--- src/rtl/mips_wb_pkg.sv ---
// Shared types and widths for the register-file write-back path.
//   REG_W      : register-address width
//   DATA_W     : register data width
//   wb_entry_t : one queued long-latency result {rd, data}
package mips_wb_pkg;

   localparam int unsigned REG_W  = 5;
   localparam int unsigned DATA_W = 32;

   typedef struct packed {
      logic [REG_W-1:0]  rd;
      logic [DATA_W-1:0] data;
   } wb_entry_t;

endpackage

--- src/rtl/wb_fifo.sv ---
// Synchronous FIFO of write-back entries (long-latency results).
//   clk_i, reset_i : clock, synchronous active-high reset (empties the FIFO)
//   push_i, din_i  : enqueue din_i when push_i and not full
//   pop_i          : dequeue head when pop_i and not empty
//   head_o         : entry at the read pointer (valid only when !empty_o)
//   full_o         : count == DEPTH (from registered count)
//   empty_o        : count == 0
module wb_fifo
   import mips_wb_pkg::*;
#(
   parameter int unsigned DEPTH = 4
) (
   input  logic      clk_i,
   input  logic      reset_i,
   input  logic      push_i,
   input  wb_entry_t din_i,
   input  logic      pop_i,
   output wb_entry_t head_o,
   output logic      full_o,
   output logic      empty_o
);

   localparam int unsigned PW = $clog2(DEPTH);
   localparam int unsigned CW = PW + 1;
   localparam logic [PW-1:0] MASK = PW'(DEPTH - 1);

   wb_entry_t       mem_q [DEPTH];
   logic [PW-1:0]   wr_ptr_q, wr_ptr_d;
   logic [PW-1:0]   rd_ptr_q, rd_ptr_d;
   logic [CW-1:0]   count_q, count_d;
   logic            do_push, do_pop;

   assign full_o  = (count_q == CW'(DEPTH));
   assign empty_o = (count_q == '0);
   assign head_o  = mem_q[rd_ptr_q];

   assign do_push = push_i && !full_o;
   assign do_pop  = pop_i && !empty_o;

   always_comb begin
      wr_ptr_d = wr_ptr_q;
      rd_ptr_d = rd_ptr_q;
      count_d  = count_q;
      if (do_push) wr_ptr_d = (wr_ptr_q + PW'(1)) & MASK;
      if (do_pop)  rd_ptr_d = (rd_ptr_q + PW'(1)) & MASK;
      case ({do_push, do_pop})
         2'b10:   count_d = count_q + CW'(1);
         2'b01:   count_d = count_q - CW'(1);
         default: count_d = count_q;
      endcase
   end

   always_ff @(posedge clk_i) begin
      if (reset_i) begin
         wr_ptr_q <= '0;
         rd_ptr_q <= '0;
         count_q  <= '0;
      end else begin
         wr_ptr_q <= wr_ptr_d;
         rd_ptr_q <= rd_ptr_d;
         count_q  <= count_d;
      end
   end

   // Storage needs no reset: entries are only visible through count_q.
   always_ff @(posedge clk_i) begin
      if (do_push) mem_q[wr_ptr_q] <= din_i;
   end

endmodule

--- src/rtl/regfile_writeback.sv ---
// Write-back sequencer for the register-file write port.
// Merges single-cycle ALU results (A) with queued long-latency results (B),
// one write per cycle, and tracks destinations awaiting B results.
//   clk, reset               : clock, synchronous active-high reset
//   a_valid/a_rd/a_data      : ALU result (no backpressure; A has priority)
//   a_stall                  : asks control to hold off A (B starving)
//   b_valid/b_ready/b_rd/b_data : long-latency result handshake into FIFO
//   iss_valid/iss_rd         : long-latency issue, marks iss_rd pending
//   q_rs/q_rt, hazard        : decode sources, hazard if either is pending
//   pending                  : scoreboard of registers awaiting B results
//   waw_err                  : sticky write-after-write violation flag
//   RegWrite/write_reg/write_data : registered register-file write port
module regfile_writeback
   import mips_wb_pkg::*;
#(
   parameter int unsigned DEPTH      = 4,
   parameter int unsigned STARVE_LIM = 3
) (
   input  logic              clk,
   input  logic              reset,
   input  logic              a_valid,
   input  logic [REG_W-1:0]  a_rd,
   input  logic [DATA_W-1:0] a_data,
   output logic              a_stall,
   input  logic              b_valid,
   output logic              b_ready,
   input  logic [REG_W-1:0]  b_rd,
   input  logic [DATA_W-1:0] b_data,
   input  logic              iss_valid,
   input  logic [REG_W-1:0]  iss_rd,
   input  logic [REG_W-1:0]  q_rs,
   input  logic [REG_W-1:0]  q_rt,
   output logic              hazard,
   output logic [31:0]       pending,
   output logic              waw_err,
   output logic              RegWrite,
   output logic [REG_W-1:0]  write_reg,
   output logic [DATA_W-1:0] write_data
);

   localparam int unsigned SW = $clog2(STARVE_LIM + 2);

   wb_entry_t         head;
   wb_entry_t         b_entry;
   logic              fifo_full, fifo_empty;
   logic              push, pop, a_win;

   logic [31:0]       pending_q, pending_d;
   logic              waw_q, waw_d;
   logic [SW-1:0]     starve_q, starve_d;
   logic              regwrite_q, regwrite_d;
   logic [REG_W-1:0]  wreg_q, wreg_d;
   logic [DATA_W-1:0] wdata_q, wdata_d;

   assign b_entry = '{rd: b_rd, data: b_data};

   // b_ready depends on registered count only: a full FIFO refuses a push
   // even in a cycle where it pops.
   assign b_ready = !fifo_full;
   assign push    = b_valid && b_ready;
   // Any a_valid (including a_rd==0) blocks the FIFO for that cycle.
   assign a_win   = a_valid && (a_rd != '0);
   assign pop     = !a_valid && !fifo_empty;

   wb_fifo #(
      .DEPTH (DEPTH)
   ) u_fifo (
      .clk_i   (clk),
      .reset_i (reset),
      .push_i  (push),
      .din_i   (b_entry),
      .pop_i   (pop),
      .head_o  (head),
      .full_o  (fifo_full),
      .empty_o (fifo_empty)
   );

   always_comb begin
      // Scoreboard: clear on pop first so a same-cycle issue of the same reg wins.
      pending_d = pending_q;
      if (pop && head.rd != '0)          pending_d[head.rd] = 1'b0;
      if (iss_valid && iss_rd != '0)     pending_d[iss_rd]  = 1'b1;

      waw_d = waw_q
            | (a_win && pending_q[a_rd])
            | (iss_valid && (iss_rd != '0) && pending_q[iss_rd]);

      // Counts cycles a non-empty FIFO is blocked by A; saturates at the limit.
      starve_d = starve_q;
      if (fifo_empty || pop)
         starve_d = '0;
      else if (a_valid && starve_q < SW'(STARVE_LIM))
         starve_d = starve_q + SW'(1);

      regwrite_d = 1'b0;
      wreg_d     = wreg_q;
      wdata_d    = wdata_q;
      if (a_win) begin
         regwrite_d = 1'b1;
         wreg_d     = a_rd;
         wdata_d    = a_data;
      end else if (pop && head.rd != '0) begin
         regwrite_d = 1'b1;
         wreg_d     = head.rd;
         wdata_d    = head.data;
      end
   end

   always_ff @(posedge clk) begin
      if (reset) begin
         pending_q  <= '0;
         waw_q      <= 1'b0;
         starve_q   <= '0;
         regwrite_q <= 1'b0;
         wreg_q     <= '0;
         wdata_q    <= '0;
      end else begin
         pending_q  <= pending_d;
         waw_q      <= waw_d;
         starve_q   <= starve_d;
         regwrite_q <= regwrite_d;
         wreg_q     <= wreg_d;
         wdata_q    <= wdata_d;
      end
   end

   assign a_stall    = (starve_q >= SW'(STARVE_LIM));
   assign hazard     = pending_q[q_rs] | pending_q[q_rt];
   assign pending    = pending_q;
   assign waw_err    = waw_q;
   assign RegWrite   = regwrite_q;
   assign write_reg  = wreg_q;
   assign write_data = wdata_q;

endmodule

--- config.mk ---
export PLATFORM = sky130hd
export DESIGN_NAME = regfile_writeback
export DESIGN_NICKNAME = d
export VERILOG_FILES = /design/src/rtl/mips_wb_pkg.sv /design/src/rtl/wb_fifo.sv /design/src/rtl/regfile_writeback.sv
export SDC_FILE = /design/constraint.sdc
export NUM_CORES = 1
export LEC_CHECK = 0
export CAP_MARGIN = 20
export CORE_MARGIN = 5
export CORE_UTILIZATION = 45
export DETAILED_ROUTE_END_ITERATION = 8
export PLACE_DENSITY = 0.72
export RECOVER_POWER = 25
export SLEW_MARGIN = 25
export SYNTH_ARGS = -nofsm -noshare
export SYNTH_HDL_FRONTEND = slang
export SYNTH_SLANG_ARGS = --single-unit
--- constraint.sdc ---
create_clock -name clk -period 2.32 [get_ports clk]
set_clock_uncertainty 0.2 [all_clocks]
set_input_delay 0.348 -clock clk [delete_from_list [all_inputs] [get_ports clk]]
set_output_delay 0.348 -clock clk [all_outputs]
set_load 0.005 [all_outputs]
# Yosys cells after proc, flatten, opt, wreduce, memory -nomap -nowiden
# Memories as Yosys holds them, arrays and structs flattened. A register that Yosys moved wholly into a read port is not among the register bits.
# Index checks and enable logic that the tools add are counted.
# W data, S select, Z words.
[totals]
reg_bits = 81
ram_bits = 148
inputBits = 94
wordCells = 81
mem_count = 1
[memory_table]
columns = ["name", "depth", "width", "rd", "rd_clocked_by_memory_dff", "wr", "line", "text"]
rows = [
  ["u_fifo.mem_q", 4, 37, 1, 1, 1, "wb_fifo.sv:27", "wb_entry_t mem_q [DEPTH];"],
]
[op_classes]
n_addsub = 5
order_cmp = 9
n_eq_ne = 3
muxes = 25
n_bitwise = 6
reduce_logical = 23
[ops]
columns = ["cell", "count"]
rows = [
  ["$mux W32", 4],
  ["$and A32 B32 Y32", 1],
  ["$not A32 Y32", 1],
  ["$or A32 B32 Y32", 1],
  ["$lt A5 B6 Y1 const B", 5],
  ["$bmux W1 S5", 4],
  ["$reduce_bool A5 Y1", 3],
  ["$logic_and A1 B1 Y1", 12],
  ["$demux W1 S5", 2],
  ["$ge A5 B1 Y1 const B", 2],
  ["$mux W1", 10],
  ["$mux W5", 2],
  ["$add A3 B1 Y3 const B", 2],
  ["$pmux W3 S2", 1],
  ["$add A2 B1 Y2 const B", 2],
  ["$mux W2", 2],
  ["$reduce_bool A2 Y1", 2],
  ["$eq A3 B3 Y1 const B", 1],
  ["$ge A3 B2 Y1 const B", 1],
  ["$logic_not A1 Y1", 3],
  ["$logic_not A3 Y1", 1],
  ["$lt A3 B2 Y1 const B", 1],
  ["$or A1 B1 Y1", 3],
  ["$sub A3 B1 Y3 const B", 1],
  ["4 further kinds", 4],
]

# Logic depth before layout (Yosys ltp)
[depth]
depth_word = 9
ltp_mapped = 10
mapped_depth_nobuf = 10

# Cells and area by module
# Synthesis repeated with hierarchy kept, for this count alone.
[hier_totals]
hier_cells = 717
area_unflattened_um2 = 10059.6
[by_module_without_submodules]
columns = ["mod", "n_inst", "cells_each", "area_per_inst_um2", "seq_area_each_um2"]
rows = [
  ["wb_fifo", 1, 247, 5866.9, 4624.4],
  ["regfile_writeback", 1, 470, 4192.8, 1481.4],
]

# Worst setup path before layout
# OpenSTA, ideal clock, no wires.
[synth_timing]
path_kind = "input to output"
startpoint = "in q_rs[0]"
endpoint = "out hazard"
t_arrival_ns = 1.903
required_time_ns = 1.772
slack_ns = -0.131
stages = 5
n_path_buf = 1
path_cell_list = "clkbuf_1 mux4_2 mux4_2 mux2i_1 nand2_1"
[synth_between]
elab_chain_len = 3
[synth_rtl]
columns = ["element", "line", "text"]
rows = [
  ["start: declaration", "regfile_writeback.sv:31", "input logic [REG_W-1:0] q_rs,"],
  ["$bmux W1 S5", "regfile_writeback.sv:128", "assign hazard = pending_q[q_rs] | pending_q[q_rt];"],
  ["$mux W1 (implied by the code)", "regfile_writeback.sv:128", ""],
  ["$or A1 B1 Y1", "regfile_writeback.sv:128", ""],
  ["end: declaration", "regfile_writeback.sv:33", "output logic hazard,"],
]
# No other way between the ends. The select of a mux whose other input is x is not followed.

# Final worst setup path
[layout_timing]
startpoint = "reg pending_q[31], in the netlist pending[31]"
endpoint = "out hazard"
[layout_between]
elab_chain_len = 3
[layout_rtl]
columns = ["element", "line", "text"]
rows = [
  ["start: declaration", "regfile_writeback.sv:48", "logic [31:0] pending_q, pending_d;"],
  ["start signal: assignment", "regfile_writeback.sv:118", "pending_q <= pending_d;"],
  ["$bmux W1 S5", "regfile_writeback.sv:128", ""],
  ["$mux W1 (implied by the code)", "regfile_writeback.sv:128", ""],
  ["$or A1 B1 Y1 *", "regfile_writeback.sv:128", ""],
]
# Every way passes the cells marked *; elsewhere a longest branch is shown, timed or not. The select of a mux whose other input is x is not followed.

==> reports/qor.csv <==
stage,metric,value,unit
run_status,status,"complete, but fails checks",
run_status,violations,negative setup slack,
detailed_routing,first_pass_iters,4,
yosys,syn_area,10100,sq um
die,start_util,0.460,
yosys,ys_seq_elements,231,
detailed_routing,via_per_inst,5.75,
layout,largest_reg_flops,148,
clock_network,postCtsHoldBufs,0,
sta,finalCritPeriodShare,1.18,
die,die_area,25600,sq um
layout,nFillCells,1637,
layout,final_nets,1085,
global_routing,antenna_found_initial,6,
clock_network,cts-root-buf,clkbuf_16,
sta,fmax,367,MHz
die,pin_count,168,
sta,finalMaxSlewViolations,0,
power,power.leakage,4.86,nW
placement,gp_congestion,0.940,
sta,setup_slack,-0.408,ns
sta,slew_headroom,0.482,
clock_network,cts_htree_levels,1,
layout,fin_cells,1283,
sta,fin_setup_tns,-0.411,ns
clock_network,cts.sinks,231,
layout,drive_gt1_frac,0.299,
clock_network,cts_tree,built,
layout,top_register,u_fifo.mem_q,
sta,final_hold_viol_count,0,
yosys,syn_area_per_cell,13.8,sq um
clock_network,clk_path_buf_depth,3,
placement,dp_cells,1227,
global_routing,grt_pass1_vias,7622,
sta,min_period,2.73,ns
setup_path,required,1.77,ns
setup_path,crit_path_end_kind,primary output,
global_routing,track_usage,0.209,
die,die_h,160,microns
detailed_routing,drtIter0Drc,528,
clock_network,cts_buffers,24,
global_routing,grt_start_max_net_pins,51,
setup_path,cp-start-kind,register,
worst_hold_path,hold_path_class,input port to register,
sta,rsz0062_at_grt,yes,
layout,syn_to_final_growth,38.5,%
setup_path,crit_type,register to primary output,
detailed_routing,antenna_left,0,
yosys,yosysWarnings,0,
detailed_routing,via_count,7372,
detailed_routing,drc,0,
setup_path,crit_fanout,5,
global_routing,grt_pass1_wl,42700,microns
placement,port_buffers,167,
placement,hpwl,18900,microns
clock_network,clk_pin_slew,0.06,ns
yosys,synth_cell_types,50,
sta,setup-violations-final,2,
power,p_total,12.3,mW
power,vdd_drop_max,611,uV
flow_run,drv_cap,0,
die,num_rows,54,
clock_network,clk_latency,0.51,ns
global_routing,grt_overflow,0,
yosys,syn_nets,832,
yosys,ys_seq_area_frac,0.604,
detailed_routing,wl,28100,microns
die,dieWidth,160,microns
sta,worstMarginPinSlew,0.777,ns
yosys,synth_cells,730,
die,core-area,22000,sq um
setup_path,worstPathArrival,2.18,ns
power,power_density,879,nW/um^2
detailed_routing,wl_per_cell,21.9,microns
## cell usage in the layout (no fill, tap or decap), drive strengths merged, types with 2 or more instances in the layout
master and instances:
ha 7, a221oi 3, clkdlybuf4s50 132, nand3b 4, nand2 116, a2111oi 2, nor3b 3, buf 102
clkbuf 35, diode 2, or3 2, nand3 5, nor2b 6, a21oi 38, xnor2 2, inv 10
clkinv 12, mux4 70, nor2 59, mux2 2, a311oi 33, a21o 4, nor3 11, a211oi 3
o21ai 33, dfxtp 83, or3b 2, edfxtp 148, dlygate4sd3 28, mux2i 9, and3 4, bufinv 3
and2 2, nand2b 7, xor2 3, dlygate4sd2 5
## repair_timing
item                                    4_1_cts  5_1_grt
hold endpoints to repair                      0        0
gates resized for setup                      19       60
endpoints found under the setup margin       38       37
buffers inserted                              2        3
cloned                                        0        6
pin swaps                                     0       32
## worst max-delay path: stages, from the launching register on
cell and delay, ns:
dfxtp_4 0.36, mux4_2 0.47, mux4_2 0.47, mux2i_1 0.17
nand2_1 0.07, buf_2 0.13
## through the flow
stage               setup WS (ns)  hold WS (ns)  area [sq um]   util
finish                     -0.408         0.183         14000  0.638
global route               -0.538         0.190         14000  0.638
CTS                        -0.446         0.159         13600  0.621
detailed placement         -0.926         0.275         12800  0.583
global placement           -0.910         0.267         12800  0.583
floorplan                 0.00498         0.247         10100      -
## where the power goes
part | internal (mW) | leakage, nW | switching [mW] | total [mW]
sequential | 4.83 | 2.05 | 0.223 | 5.05
combinational | 1.71 | 2.42 | 1.67 | 3.38
clock | 2.33 | 0.397 | 1.54 | 3.88
total | 8.87 | 4.86 | 3.44 | 12.3
## routing by layer
metal / vias up / global-route usage / routed length, microns
met3: 67 / 0.0570 / 2440
met5: - / 0 / 48
met1: 3616 / 0.268 / 11100
met4: 8 / 0.0665 / 805
li1: 3315 / - / -
met2: 366 / 0.347 / 13700
## logic make-up (layout without fill, tap and decap cells)
kind of cell	count (synthesis)	in the layout	share of synthesized area
multiplexers	81	81	0.167
adder cells (fa/ha/maj)	8	8	0.0106
XOR/XNOR	5	5	0.00433
buffers and inverters	56	327	0.0252
AND/OR/NAND/NOR	224	224	0.0959
other	0	2	0
flip-flops	231	231	0.604
AO/OA/AOI/OAI	125	125	0.0928
## cell usage after synthesis, drive strengths merged
cell | n | area, sq um
a2111oi | 2 | 17.5
a211oi | 3 | 22.5
a21o | 4 | 30.0
a21oi | 38 | 190
a221oi | 3 | 26.3
a22oi | 1 | 7.51
a311oi | 33 | 414
a31oi | 1 | 6.26
a32oi | 1 | 8.76
and2 | 2 | 12.5
and3 | 4 | 25.0
buf | 15 | 100
clkbuf | 30 | 114
clkinv | 1 | 3.75
dfxtp | 83 | 1660
edfxtp | 148 | 4440
fa | 1 | 20.0
ha | 7 | 87.6
inv | 10 | 37.5
mux2 | 2 | 22.5
mux2i | 9 | 90.1
mux4 | 70 | 1580
nand2 | 116 | 435
nand2b | 7 | 43.8
nand3 | 5 | 25.0
nand3b | 4 | 30.0
nand4 | 1 | 6.26
nor2 | 59 | 221
nor2b | 6 | 37.5
nor3 | 11 | 66.3
nor3b | 3 | 22.5
o2111ai | 1 | 8.76
o211a | 1 | 10.0
o21a | 1 | 7.51
o21ai | 33 | 165
o22a | 1 | 8.76
o22ai | 1 | 6.26
o32ai | 1 | 8.76
or2 | 1 | 6.26
or3 | 2 | 12.5
or3b | 2 | 17.5
or4 | 1 | 7.51
xnor2 | 2 | 17.5
xor2 | 3 | 26.3
## final cells by class
type	instances	area, sq um	area share
flip-flops and latches	231	6130	0.437
multi-input cells	443	3980	0.284
repair buffers	272	2700	0.193
clock buffers	30	654	0.0467
well taps	280	350	0.0250
clock inverters	14	150	0.0107
inverters	11	46.3	0.00331
diodes	2	5.00	0.000357
## worst paths after layout
path / end / startpoint / slack (ns) / depth (start not counted)
max: hazard / pending[31] / -0.41 / 5
min: u_fifo.rd_ptr_q[0] / reset / 0.18 / 2
max reg2reg: write_data[27] / register / 0 / 6
min reg2reg: starve_q[0] / starve_q[0] / 0.27 / 1
(Power assumes the default switching activity.)
